`config.mk`:
```
export PLATFORM = sky130hd
export DESIGN_NAME = quad_step_decoder
export DESIGN_NICKNAME = d
export VERILOG_FILES = /design/src/rtl/quad_step_decoder.sv
export SDC_FILE = /design/constraint.sdc
export NUM_CORES = 1
export LEC_CHECK = 0
export BUFFER_PORTS_ARGS = -buffer_cell sky130_fd_sc_hd__buf_2
export CAP_MARGIN = 20
export CORE_MARGIN = 10
export CORE_UTILIZATION = 46
export CTS_CLUSTER_DIAMETER = 80
export DETAILED_ROUTE_END_ITERATION = 10
export SLEW_MARGIN = 20
export SYNTH_ARGS = -nofsm -noshare
export SYNTH_HDL_FRONTEND = slang
export SYNTH_SLANG_ARGS = --single-unit
```
`constraint.sdc`:
```
create_clock -name clk -period 4.2 [get_ports clk]
set_clock_uncertainty 0.15 [all_clocks]
set_input_delay 0 -clock clk [delete_from_list [all_inputs] [get_ports clk]]
set_output_delay 0 -clock clk [all_outputs]
set_load 0.1 [all_outputs]
```
`src/rtl/quad_step_decoder.sv`:
```
// quad_step_decoder
//
// Converts raw quadrature A/B lines into single-cycle inc/dec pulses for an
// up/down counter. Each raw channel passes through a two-flop synchroniser and
// a per-channel debounce filter. The decoder then follows Gray-code
// transitions of the debounced pair. An optional detent divider groups DIV
// sub-steps into one pulse. A transition where both channels change at once
// raises err and is never counted.
//
// Parameters
//   DEBOUNCE_CYCLES : cycles a synchronised channel must disagree with its
//                     stable value before the stable value follows (1..255)
//   DIV             : net quadrature sub-steps per emitted pulse (1, 2 or 4)
//
// Ports
//   clk   : system clock, rising edge
//   reset : synchronous, active-high reset
//   a_in  : raw channel A, asynchronous to clk
//   b_in  : raw channel B, asynchronous to clk
//   inc   : one-cycle pulse per net forward detent
//   dec   : one-cycle pulse per net reverse detent
//   err   : one-cycle pulse on an illegal double transition

module quad_step_decoder #(
    parameter int DEBOUNCE_CYCLES = 4,
    parameter int DIV             = 1
) (
    input  logic clk,
    input  logic reset,
    input  logic a_in,
    input  logic b_in,
    output logic inc,
    output logic dec,
    output logic err
);

    localparam logic [7:0]        DB_LAST   = 8'(DEBOUNCE_CYCLES - 1);
    // INIT lasts DEBOUNCE_CYCLES+3 cycles: long enough for a level present at
    // reset release to cross the synchroniser and the debounce filter, so it
    // is captured into prev rather than decoded as a step.
    localparam logic [8:0]        INIT_LAST = 9'(DEBOUNCE_CYCLES + 2);
    localparam logic signed [2:0] ACC_MAX   = 3'(DIV - 1);
    localparam logic signed [2:0] ACC_MIN   = 3'(1 - DIV);

    localparam logic [0:0] ST_INIT  = 1'b0;
    localparam logic [0:0] ST_TRACK = 1'b1;

    // Synchroniser
    logic a_s1_q, a_s2_q, b_s1_q, b_s2_q;

    // Debounce
    logic [7:0] db_a_q, db_a_d, db_b_q, db_b_d;
    logic       stable_a_q, stable_a_d, stable_b_q, stable_b_d;

    // Decoder
    logic [0:0]        state_q, state_d;
    logic [8:0]        start_q, start_d;
    logic [1:0]        prev_q, prev_d;
    logic [1:0]        cur;
    logic signed [2:0] acc_q, acc_d;
    logic              inc_q, inc_d, dec_q, dec_d, err_q, err_d;

    // Returns {next_stable, next_count} for one debounce channel.
    function automatic logic [8:0] db_next(input logic s2, input logic stable,
                                           input logic [7:0] cnt);
        if (s2 == stable) begin
            return {stable, 8'd0};
        end else if (cnt == DB_LAST) begin
            return {s2, 8'd0};
        end else begin
            return {stable, cnt + 8'd1};
        end
    endfunction

    // Successor of a state in the forward Gray sequence 00->01->11->10->00.
    function automatic logic [1:0] fwd_next(input logic [1:0] p);
        case (p)
            2'b00:   return 2'b01;
            2'b01:   return 2'b11;
            2'b11:   return 2'b10;
            default: return 2'b00;
        endcase
    endfunction

    assign {stable_a_d, db_a_d} = db_next(a_s2_q, stable_a_q, db_a_q);
    assign {stable_b_d, db_b_d} = db_next(b_s2_q, stable_b_q, db_b_q);
    assign cur = {stable_a_q, stable_b_q};

    always_comb begin
        state_d = state_q;
        start_d = start_q;
        prev_d  = prev_q;
        acc_d   = acc_q;
        inc_d   = 1'b0;
        dec_d   = 1'b0;
        err_d   = 1'b0;
        case (state_q)
            ST_INIT: begin
                prev_d = cur;
                if (start_q == INIT_LAST) begin
                    state_d = ST_TRACK;
                end else begin
                    start_d = start_q + 9'd1;
                end
            end
            default: begin
                if (cur != prev_q) begin
                    prev_d = cur;
                    if ((cur ^ prev_q) == 2'b11) begin
                        // Both channels moved together: direction unknown,
                        // so discard any partial detent.
                        err_d = 1'b1;
                        acc_d = '0;
                    end else if (cur == fwd_next(prev_q)) begin
                        if (acc_q == ACC_MAX) begin
                            inc_d = 1'b1;
                            acc_d = '0;
                        end else begin
                            acc_d = acc_q + 3'sd1;
                        end
                    end else begin
                        // Only one bit changed and it is not forward, so it
                        // must be a reverse step.
                        if (acc_q == ACC_MIN) begin
                            dec_d = 1'b1;
                            acc_d = '0;
                        end else begin
                            acc_d = acc_q - 3'sd1;
                        end
                    end
                end
            end
        endcase
    end

    always_ff @(posedge clk) begin
        if (reset) begin
            a_s1_q     <= 1'b0;
            a_s2_q     <= 1'b0;
            b_s1_q     <= 1'b0;
            b_s2_q     <= 1'b0;
            db_a_q     <= '0;
            db_b_q     <= '0;
            stable_a_q <= 1'b0;
            stable_b_q <= 1'b0;
            state_q    <= ST_INIT;
            start_q    <= '0;
            prev_q     <= '0;
            acc_q      <= '0;
            inc_q      <= 1'b0;
            dec_q      <= 1'b0;
            err_q      <= 1'b0;
        end else begin
            a_s1_q     <= a_in;
            a_s2_q     <= a_s1_q;
            b_s1_q     <= b_in;
            b_s2_q     <= b_s1_q;
            db_a_q     <= db_a_d;
            db_b_q     <= db_b_d;
            stable_a_q <= stable_a_d;
            stable_b_q <= stable_b_d;
            state_q    <= state_d;
            start_q    <= start_d;
            prev_q     <= prev_d;
            acc_q      <= acc_d;
            inc_q      <= inc_d;
            dec_q      <= dec_d;
            err_q      <= err_d;
        end
    end

    assign inc = inc_q;
    assign dec = dec_q;
    assign err = err_q;

endmodule

```
## Word level (Yosys, flattened, before mapping)

Cells that the tools add are included.

- Register bits: 40
- Output and inout bits: 3
- Logic and storage cells: 63

- $add $sub $neg: 5
- Eq/ne operators: 11
- Muxes and demuxes: 14
- Bitwise logic cells: 7
- Reduce and logical (&&, ||, !) cells: 11

Operator list:

| operator | number |
|---|---|
| $add 8x1->8 const B | 2 |
| $eq 8x2->1 const B | 2 |
| $mux 3 | 4 |
| $mux 2 | 5 |
| $reduce_or 5->1 | 2 |
| $add 9x1->9 const B | 1 |
| $eq 9x3->1 const B | 1 |
| $reduce_or 3->1 | 3 |
| $reduce_and 2->1 | 4 |
| $not 1->1 | 6 |
| $pmux 2 s3 | 1 |
| $eq 2x2->1 const B | 2 |
| $mux 1 | 4 |
| $add 3x2->3 const B | 1 |
| $logic_not 3->1 | 1 |
| $sub 3x2->3 const B | 1 |
| $eq 1x1->1 | 2 |
| $eq 2x1->1 const B | 1 |
| $eq 2x2->1 | 1 |
| $logic_not 2->1 | 1 |
| $ne 2x1->1 const B | 1 |
| $ne 2x2->1 | 1 |
| $xor 2x2->2 | 1 |

## Logic depth before layout (Yosys ltp)

Gate-level depths: netlist (run 1).

- Depth in word-level cells: 8
- Mapped depth: 6

## Worst setup path after synthesis (run 1)

Ideal clock, no wire load.

- Kind: register to register
- From: reg db_b_q[0]
- To: reg db_b_q[2]
- Library setup time: 120 ps
- Arrival time: 1135 ps
- Data required time: 3930 ps
- Path slack: 2795 ps
- Cell stages (with the launch flop): 6
- Buffers on the path: 0
- Period minus slack after synthesis: 1405 ps
- Cell sequence: dfxtp_1 ha_1 nor4b_1 nand2_1 nand2_1 nor2_1

- Longest elaborated chain between the ends: 2
- Elaborated cells between the ends (all ways): 3
- Those cells by class: add/sub: 1; eq/ne: 1; reduce/logical: 1

Ends and longest elaborated chain:

| what | line | source |
|---|---|---|
| start: declaration | 52 | `logic [7:0] db_a_q, db_a_d, db_b_q, db_b_d;` |
| start signal: assignment | 143 | `db_b_q <= '0;` |
| start signal: assignment | 159 | `db_b_q <= db_b_d;` |
| branches (longest 2 deep; another with $add 8x1->8) | n/a |  |

Parallel ways; which one is timed is not known.
A chain may end at the register's enable or synchronous reset.

## Worst setup path after layout (run 1)

- From: reg db_b_q[0]
- To: reg db_b_q[7]

The elaborated chain is that of the path after synthesis.

==> results of run 1 <==
[cells in the final DEF (no fill, tap or decap)]
cell type | synthesis | final
sky130_fd_sc_hd__dfxtp_1 | 40 | 40
sky130_fd_sc_hd__nor2_1 | 30 | 30
sky130_fd_sc_hd__xnor2_1 | 14 | 14
sky130_fd_sc_hd__nand2_1 | 14 | 14
sky130_fd_sc_hd__xor2_1 | 10 | 10
sky130_fd_sc_hd__ha_1 | 8 | 8
sky130_fd_sc_hd__nor2b_1 | 7 | 7
sky130_fd_sc_hd__a21oi_1 | 7 | 7
sky130_fd_sc_hd__nand3_1 | 7 | 7
sky130_fd_sc_hd__clkbuf_8 | 0 | 7
sky130_fd_sc_hd__inv_1 | 6 | 6
sky130_fd_sc_hd__and3_1 | 6 | 6
sky130_fd_sc_hd__buf_2 | 0 | 6
sky130_fd_sc_hd__dlygate4sd3_1 | 0 | 5
sky130_fd_sc_hd__mux2i_1 | 3 | 3
sky130_fd_sc_hd__a211oi_1 | 3 | 3
sky130_fd_sc_hd__nor4b_2 | 2 | 2
sky130_fd_sc_hd__nand4_1 | 2 | 2
sky130_fd_sc_hd__o2bb2ai_1 | 2 | 2
sky130_fd_sc_hd__nor4_1 | 2 | 2
sky130_fd_sc_hd__nor3_1 | 2 | 2
sky130_fd_sc_hd__o21ai_0 | 2 | 2
sky130_fd_sc_hd__or3_1 | 2 | 2
sky130_fd_sc_hd__a21oi_2 | 1 | 1
sky130_fd_sc_hd__and3b_1 | 1 | 1
sky130_fd_sc_hd__nor2_2 | 1 | 1
sky130_fd_sc_hd__and4_1 | 1 | 1
sky130_fd_sc_hd__mux2_2 | 1 | 1
sky130_fd_sc_hd__a21o_1 | 1 | 1
sky130_fd_sc_hd__nor4b_1 | 1 | 1
sky130_fd_sc_hd__nand4b_1 | 1 | 1
sky130_fd_sc_hd__and2_1 | 1 | 1
sky130_fd_sc_hd__bufinv_16 | 0 | 1
[cell usage after synthesis, types with 3 or more instances]
master	count
sky130_fd_sc_hd__a211oi_1	3
sky130_fd_sc_hd__a21oi_1	7
sky130_fd_sc_hd__and3_1	6
sky130_fd_sc_hd__dfxtp_1	40
sky130_fd_sc_hd__ha_1	8
sky130_fd_sc_hd__inv_1	6
sky130_fd_sc_hd__mux2i_1	3
sky130_fd_sc_hd__nand2_1	14
sky130_fd_sc_hd__nand3_1	7
sky130_fd_sc_hd__nor2_1	30
sky130_fd_sc_hd__nor2b_1	7
sky130_fd_sc_hd__xnor2_1	14
sky130_fd_sc_hd__xor2_1	10
[power breakdown]
group          switching, mW  internal (mW)  total (mW)
Clock                  0.127          0.210       0.336
Combinational         0.0128         0.0130      0.0258
Sequential           0.00573          0.385       0.391
Total                  0.145          0.608       0.753
[worst min path at each step]
stage,end,slack (ps),cells after the start
after floorplan,a_s1_q,-20,1
after global placement,b_s1_q,60,2
after detailed placement,a_s1_q,70,2
after CTS,db_b_q[0],290,1
after global routing,b_s2_q,310,1
final,db_b_q[0],290,1
[cell type report]
class	instances	area (sq um)
multi-input cells	132	860
inverters	6	22.5
clock inverters	1	30.0
fillers	322	1500
well taps	46	57.6
flip-flops and latches	40	801
clock buffers	7	96.3
repair buffers	11	80.1
[cells by family (layout without fill, tap and decap cells)]
group | after synthesis | in the layout | share of synthesized area
buf+inv | 8 | 25 | 0.0178
compound gates | 16 | 16 | 0.0600
xor+xnor | 24 | 24 | 0.124
simple gates | 80 | 80 | 0.241
flops | 40 | 40 | 0.474
fa+ha+maj | 8 | 8 | 0.0592
mux | 4 | 4 | 0.0244
[flip-flops by register name, indices dropped and copies added (netlist names)]
signal	cells
a_s1_q	1
a_s2_q	1
acc_q	3
b_s1_q	1
b_s2_q	1
db_a_q	8
db_b_q	8
dec	1
err	1
inc	1
prev_q	2
stable_a_q	1
stable_b_q	1
start_q	9
state_q	1
[metal layers]
layer	share of wire	vias to the layer above
met4	0.011	0
met3	0.037	4
met2	0.47	8
met5	0	-
li1	-	637
met1	0.48	546
[worst max-delay path: stages (launching register included)]
cell	delay, ps
sky130_fd_sc_hd__dfxtp_1	350
sky130_fd_sc_hd__ha_1	200
sky130_fd_sc_hd__nor4b_1	340
sky130_fd_sc_hd__nand2_1	170
sky130_fd_sc_hd__nand2_1	220
sky130_fd_sc_hd__nor2_1	80
[timing repair]
action	in CTS	in global routing
setup endpoints to repair	0	0
endpoints found under the hold margin	16	0
hold buffers	5	0
buffers inserted	0	0
==> reports/summary.md, run 1 <==
## Synthesis
* total number of yosys warnings: 0
* proportion of register bits with asynchronous set or reset after synthesis: 0
* Yosys top cell area share: 0.474
* distinct cell type count after synthesis: 30
* number of instances in the synthesized netlist: 180
* summed instance area of the synthesized netlist: 1690 sq um
* Synth Area per Inst: 9.39 sq um
* number of enable-type register cells in the synthesized netlist: 0
* FF+latch count, synth: 40
* most used flip-flop cell after synthesis: sky130_fd_sc_hd__dfxtp_1
* cells taking the most area after synthesis: sky130_fd_sc_hd__dfxtp_1 47%, sky130_fd_sc_hd__xnor2_1 7.3%, sky130_fd_sc_hd__nor2_1 6.7%, sky130_fd_sc_hd__ha_1 5.9%, sky130_fd_sc_hd__xor2_1 5.2%
* sequential cell area fraction in the yosys report: 0.474
* Syn Nets: 192
* top cell type by total area after synthesis: sky130_fd_sc_hd__dfxtp_1

## Floorplanning
* initial cell density of the core: 0.491
* die outline height: 80.6 um
* core footprint: 3440 sq um
* DIE AREA: 6500 sq um
* Die X: 80.6 um
* Row Count: 21
* io pins: 7

## Routing
* routed length per placed instance: 11.2 um
* drt total wl: 2720 um
* DRC marker count from the first detailed-route iteration: 46
* antenna viol nets, final: 0
* iteration count of the initial detailed-routing pass: 4
* routed vias: 1195
* detail-routed via count per cell: 4.92
* detailed-route DRC error count: 0

## CTS
* TritonCTS clock tree: yes
* number of levels the H-tree was split into: 2
* post-cts sizing count: 0
* clock transition at the register clock pins on the worst setup and hold paths after CTS: 70 ps
* Inserted Clock Buffers: 5
* latest clock arrival within the worst-skew pair: 280 ps
* count of clock tree sinks: 40
* Bufs on Longest Clock Path: 2
* CTS Root Cell: sky130_fd_sc_hd__clkbuf_8

## Global routing
* global-route met3 utilization: 0.0379
* vias in the first global route: 1212
* total global routing track utilization: 0.0952
* met1 routing resource usage after global routing: 0.106
* initial antenna violation count: 0
* first-pass GRT wire length: 4990 um
* pin count of the biggest net entering global routing: 25
* most heavily used metal layer in global routing: met2
* met2 track utilization from global routing: 0.153
* Congestion Overflow GR: 0

## STA
* Worst Hold Margin: 289 ps
* number of pins with negative max-slew slack in the final report: 0
* final worst path period share: 0.385
* Setup TNS Final: 0 ps
* measured slew at the worst slew-check pin: 489 ps
* fin worst setup slack: 2580 ps
* final setup violation count: 0
* time the worst path needs with I/O delays and setup: 1620 ps
* number of endpoints with negative hold slack in the final report: 0
* peak clock frequency supported by timing: 618 MHz
* worst max-slew margin expressed relative to the limit: 0.676
* unrepaired setup endpoints after global routing: false

## Placed design
* dpl hpwl: 1910 um
* placement-stage worst setup slack: 2610 ps
* gpl congestion: 0.772
* number of instances in the placed design: 230
* PortBufs: 6
* total cell area at the placement stage: 1770 sq um

## Power
* overall power: 753 uW
* maximum vdd drop: 0.441 mV
* Power Dens Cells: 387 nW/um^2
* LEAKAGE: 0.749 nW

## Setup path
* worst r2r dst: db_b_q[7]
* worst reg-to-reg path cell count: 5
* Crit Path Category: register to register
* worst setup slack for register-to-register paths: 2580 ps
* r2r startpoint: db_b_q[0]
* worst setup path end: db_b_q[7]
* timing startpoint of the critical path: db_b_q[0]
* Critical Path Source Type: register
* data required time at the worst endpoint: 4230 ps
* data arrival at the endpoint of the critical path: 1640 ps
* CP Capture Type: register
* Max Fanout on Critical Path: 7

## Cells and area
* area growth from synthesis to layout: 15.2%
* diode count: 0
* nets: 208
* share of layout cells above drive strength 1: 0.0964
* number of standard cells in the final layout excluding fillers: 243
* final core utilization: 0.566
* Design Area, Final: 1950 sq um

## Outcome
* status: completed

## Run
* reported max-cap violation count: 0

## Hold path
* origin of the worst min-delay path: db_b_q[0]
* path category of the worst min-delay check: register to register

Note: power is estimated with default switching activity, not from simulation.
==> inputs of run 2 (changes only) <==
- ABC_AREA: not set -> 1
- clock period: 4.2 -> 1.52 ns (I/O delays scaled with it)
==> run 2 against run 1 <==
Effect of this change:
- cell count up 47%
- clock-buffer cell count down 2
- setup slack worse by 2500 ps
- sequential share of layout area down 7.6 points
- critical path depth up 4
- flip-flop and latch count unchanged
- register-to-register slack worse by 2500 ps
- first-iteration DRC count up 48%
- power rose to 2.8 times the previous value
- clock power rose to 2.6 times the previous value
- fmax up 13%
- critical endpoint is now start_q[0]
==> reports/summary.md, run 2 <==
## Outcome
* status: completed

## Placed design
* PortBufs: 6
* number of instances in the placed design: 341
* placement-stage worst setup slack: -12.9 ps
* gpl congestion: 0.778
* dpl hpwl: 2570 um

## Floorplanning
* core footprint: 4030 sq um
* initial cell density of the core: 0.480
* Die X: 84.8 um
* Row Count: 23
* DIE AREA: 7200 sq um
* io pins: 7
* die outline height: 84.8 um

## Synthesis
* number of instances in the synthesized netlist: 275
* most used flip-flop cell after synthesis: sky130_fd_sc_hd__dfxtp_1
* Yosys top cell area share: 0.414
* Syn Nets: 287
* total number of yosys warnings: 0
* sequential cell area fraction in the yosys report: 0.414
* most common library cells after synthesis: 73 x sky130_fd_sc_hd__nand2_1, 40 x sky130_fd_sc_hd__dfxtp_1, 36 x sky130_fd_sc_hd__inv_1, 35 x sky130_fd_sc_hd__nor2_1, 16 x sky130_fd_sc_hd__a21oi_1
* cells taking the most area after synthesis: sky130_fd_sc_hd__dfxtp_1 41%, sky130_fd_sc_hd__nand2_1 14%, sky130_fd_sc_hd__inv_1 7.0%, sky130_fd_sc_hd__nor2_1 6.8%, sky130_fd_sc_hd__ha_1 5.2%
* top cell type by total area after synthesis: sky130_fd_sc_hd__dfxtp_1
* Synth Area per Inst: 7.03 sq um
* FF+latch count, synth: 40
* proportion of register bits with asynchronous set or reset after synthesis: 0
* top-count cell post-synth: sky130_fd_sc_hd__nand2_1
* distinct cell type count after synthesis: 23
* summed instance area of the synthesized netlist: 1930 sq um
* number of enable-type register cells in the synthesized netlist: 0

## CTS
* TritonCTS clock tree: yes
* Inserted Clock Buffers: 5
* CTS Root Cell: sky130_fd_sc_hd__clkbuf_8
* count of clock tree sinks: 40
* latest clock arrival within the worst-skew pair: 290 ps
* Bufs on Longest Clock Path: 2
* number of levels the H-tree was split into: 2
* clock transition at the register clock pins on the worst setup and hold paths after CTS: 80 ps

## Power
* LEAKAGE: 1.01 nW
* maximum vdd drop: 0.692 mV
* Power Dens Cells: 871 nW/um^2

## Setup path
* most frequent cell on the critical path: sky130_fd_sc_hd__nor2_2
* Critical Path Source Type: register
* stage delay of the slowest cell on the critical path: 400 ps
* CP Capture Type: register
* Crit Path Category: register to register
* data required time at the worst endpoint: 1560 ps
* data arrival at the endpoint of the critical path: 1480 ps
* Worst path slowest cell: sky130_fd_sc_hd__dfxtp_2
* Max Fanout on Critical Path: 8
* cells along the critical path: ha_4 > inv_2 > nor2_4 > nand2_2 > nor2_2 > nor2_2 > buf_6 > o21ai_2 > nor2_1

## Routing
* antenna viol nets, final: 0
* drt total wl: 3650 um
* DRC marker count from the first detailed-route iteration: 68
* WL met2: 1660 um
* routed vias: 1694
* routed length per placed instance: 10.2 um
* met1 layer wirelength in the final routing: 1810 um
* detailed-route DRC error count: 0
* iteration count of the initial detailed-routing pass: 4
* detail-routed via count per cell: 4.76
* highest routing layer actually used: met4
* routed length on met3: 141 um

## Hold path
* path category of the worst min-delay check: register to register

## Global routing
* Congestion Overflow GR: 0
* first-pass GRT wire length: 6630 um
* pin count of the biggest net entering global routing: 18
* total global routing track utilization: 0.105
* initial antenna violation count: 0
* vias in the first global route: 1585

## Cells and area
* fill cell total of the finished layout: 371
* nets: 317
* most frequent cells in the layout: 70 x sky130_fd_sc_hd__nand2_1, 34 x sky130_fd_sc_hd__nor2_1, 33 x sky130_fd_sc_hd__dfxtp_1
* Most flops, register: start_q
* leading cell type in the layout, fill and taps excluded: sky130_fd_sc_hd__nand2_1
* registers with the highest flip-flop counts: start_q: 9 flops, db_a_q: 8 flops, db_b_q: 8 flops
* number of standard cells in the final layout excluding fillers: 356
* number of flip-flops under the largest register name: 9
* diode count: 0
* area growth from synthesis to layout: 24.9%
* share of layout cells above drive strength 1: 0.232

## STA
* number of pins with negative max-slew slack in the final report: 0
* number of endpoints with negative hold slack in the final report: 0
* measured slew at the worst slew-check pin: 489 ps
* time the worst path needs with I/O delays and setup: 1440 ps
* unrepaired setup endpoints after global routing: true
* peak clock frequency supported by timing: 695 MHz
* final setup violation count: 0
* worst max-slew margin expressed relative to the limit: 0.676
* final worst path period share: 0.947
* fin worst setup slack: 81.0 ps

## Run
* reported max-cap violation count: 0

## run 2: cell types whose count changed after synthesis, sizes merged, moves of 5 or more
cell	before	now
nor2b	7	0
nor2	31	40
a21oi	8	16
nor3	2	9
o21ai	2	7
nand3	7	12
xnor2	14	1
nand4	2	8
nand2	14	75
and3	6	0
inv	6	40
## run 2: stage by stage
step / TNS (ps) / util / power (mW) / area (sq um) / hold WS (ps)
after floorplan: 0 / - / 1.17 / 1930 / -43.0
after global placement: 0 / 0.520 / 1.20 / 2100 / 54.9
after detailed placement: -12.9 / 0.520 / 1.20 / 2100 / 60.0
after CTS: 0 / 0.562 / 2.10 / 2260 / 258
after global routing: -36.2 / 0.599 / 2.19 / 2410 / 272
final: 0 / 0.599 / 2.10 / 2410 / 255
## run 2: final cells by class
cell class / count / area, sq um / share of cell area
clock buffers: 5 / 68.8 / 0.0285
clock inverters: 3 / 42.5 / 0.0176
inverters: 40 / 150 / 0.0622
multi-input cells: 192 / 1080 / 0.446
flip-flops and latches: 40 / 810 / 0.335
well taps: 50 / 62.6 / 0.0259
repair buffers: 26 / 204 / 0.0845
## run 2: critical path, delay by kind of cell (launching register included)
family | cells | cell delay [ps]
flops | 1 | 400
simple gates | 5 | 350
buf+inv | 2 | 180
fa+ha+maj | 1 | 140
compound gates | 1 | 120
## run 2: power breakdown
group | switching, mW | total (mW) | leakage, nW | internal [mW]
clock | 0.395 | 0.881 | 0.0541 | 0.486
combinational | 0.0715 | 0.140 | 0.633 | 0.0682
sequential | 0.0166 | 1.08 | 0.327 | 1.07
total | 0.483 | 2.10 | 1.01 | 1.62
## run 2: final timing paths
path	from	endpoint	slack [ps]	cells after the start
min	a_s1_q	a_s2_q	250	2
min reg2reg	a_s1_q	a_s2_q	250	2
max reg2reg	start_q[1]	start_q[0]	80	9
max	start_q[1]	start_q[0]	80	9
## run 2: timing repair
action,in CTS,in global routing
gates resized for setup,4,35
pin swaps,1,11
endpoints found under the hold margin,21,0
setup buffers,0,2
hold buffers,5,0
cloned,0,0
setup endpoints to repair,3,27
## run 2: logic make-up after synthesis
kind of cell,after synthesis,synth area share
xor+xnor,9,0.0408
simple gates,152,0.340
buf+inv,43,0.0913
fa+ha+maj,8,0.0518
flops,40,0.414
compound gates,23,0.0615
## run 2: routing by layer
layer  up-vias  GRT usage
li1        928          -
met1       747      0.128
met2        14      0.174
met3         5     0.0306
met4         0     0.0314
met5         -          0
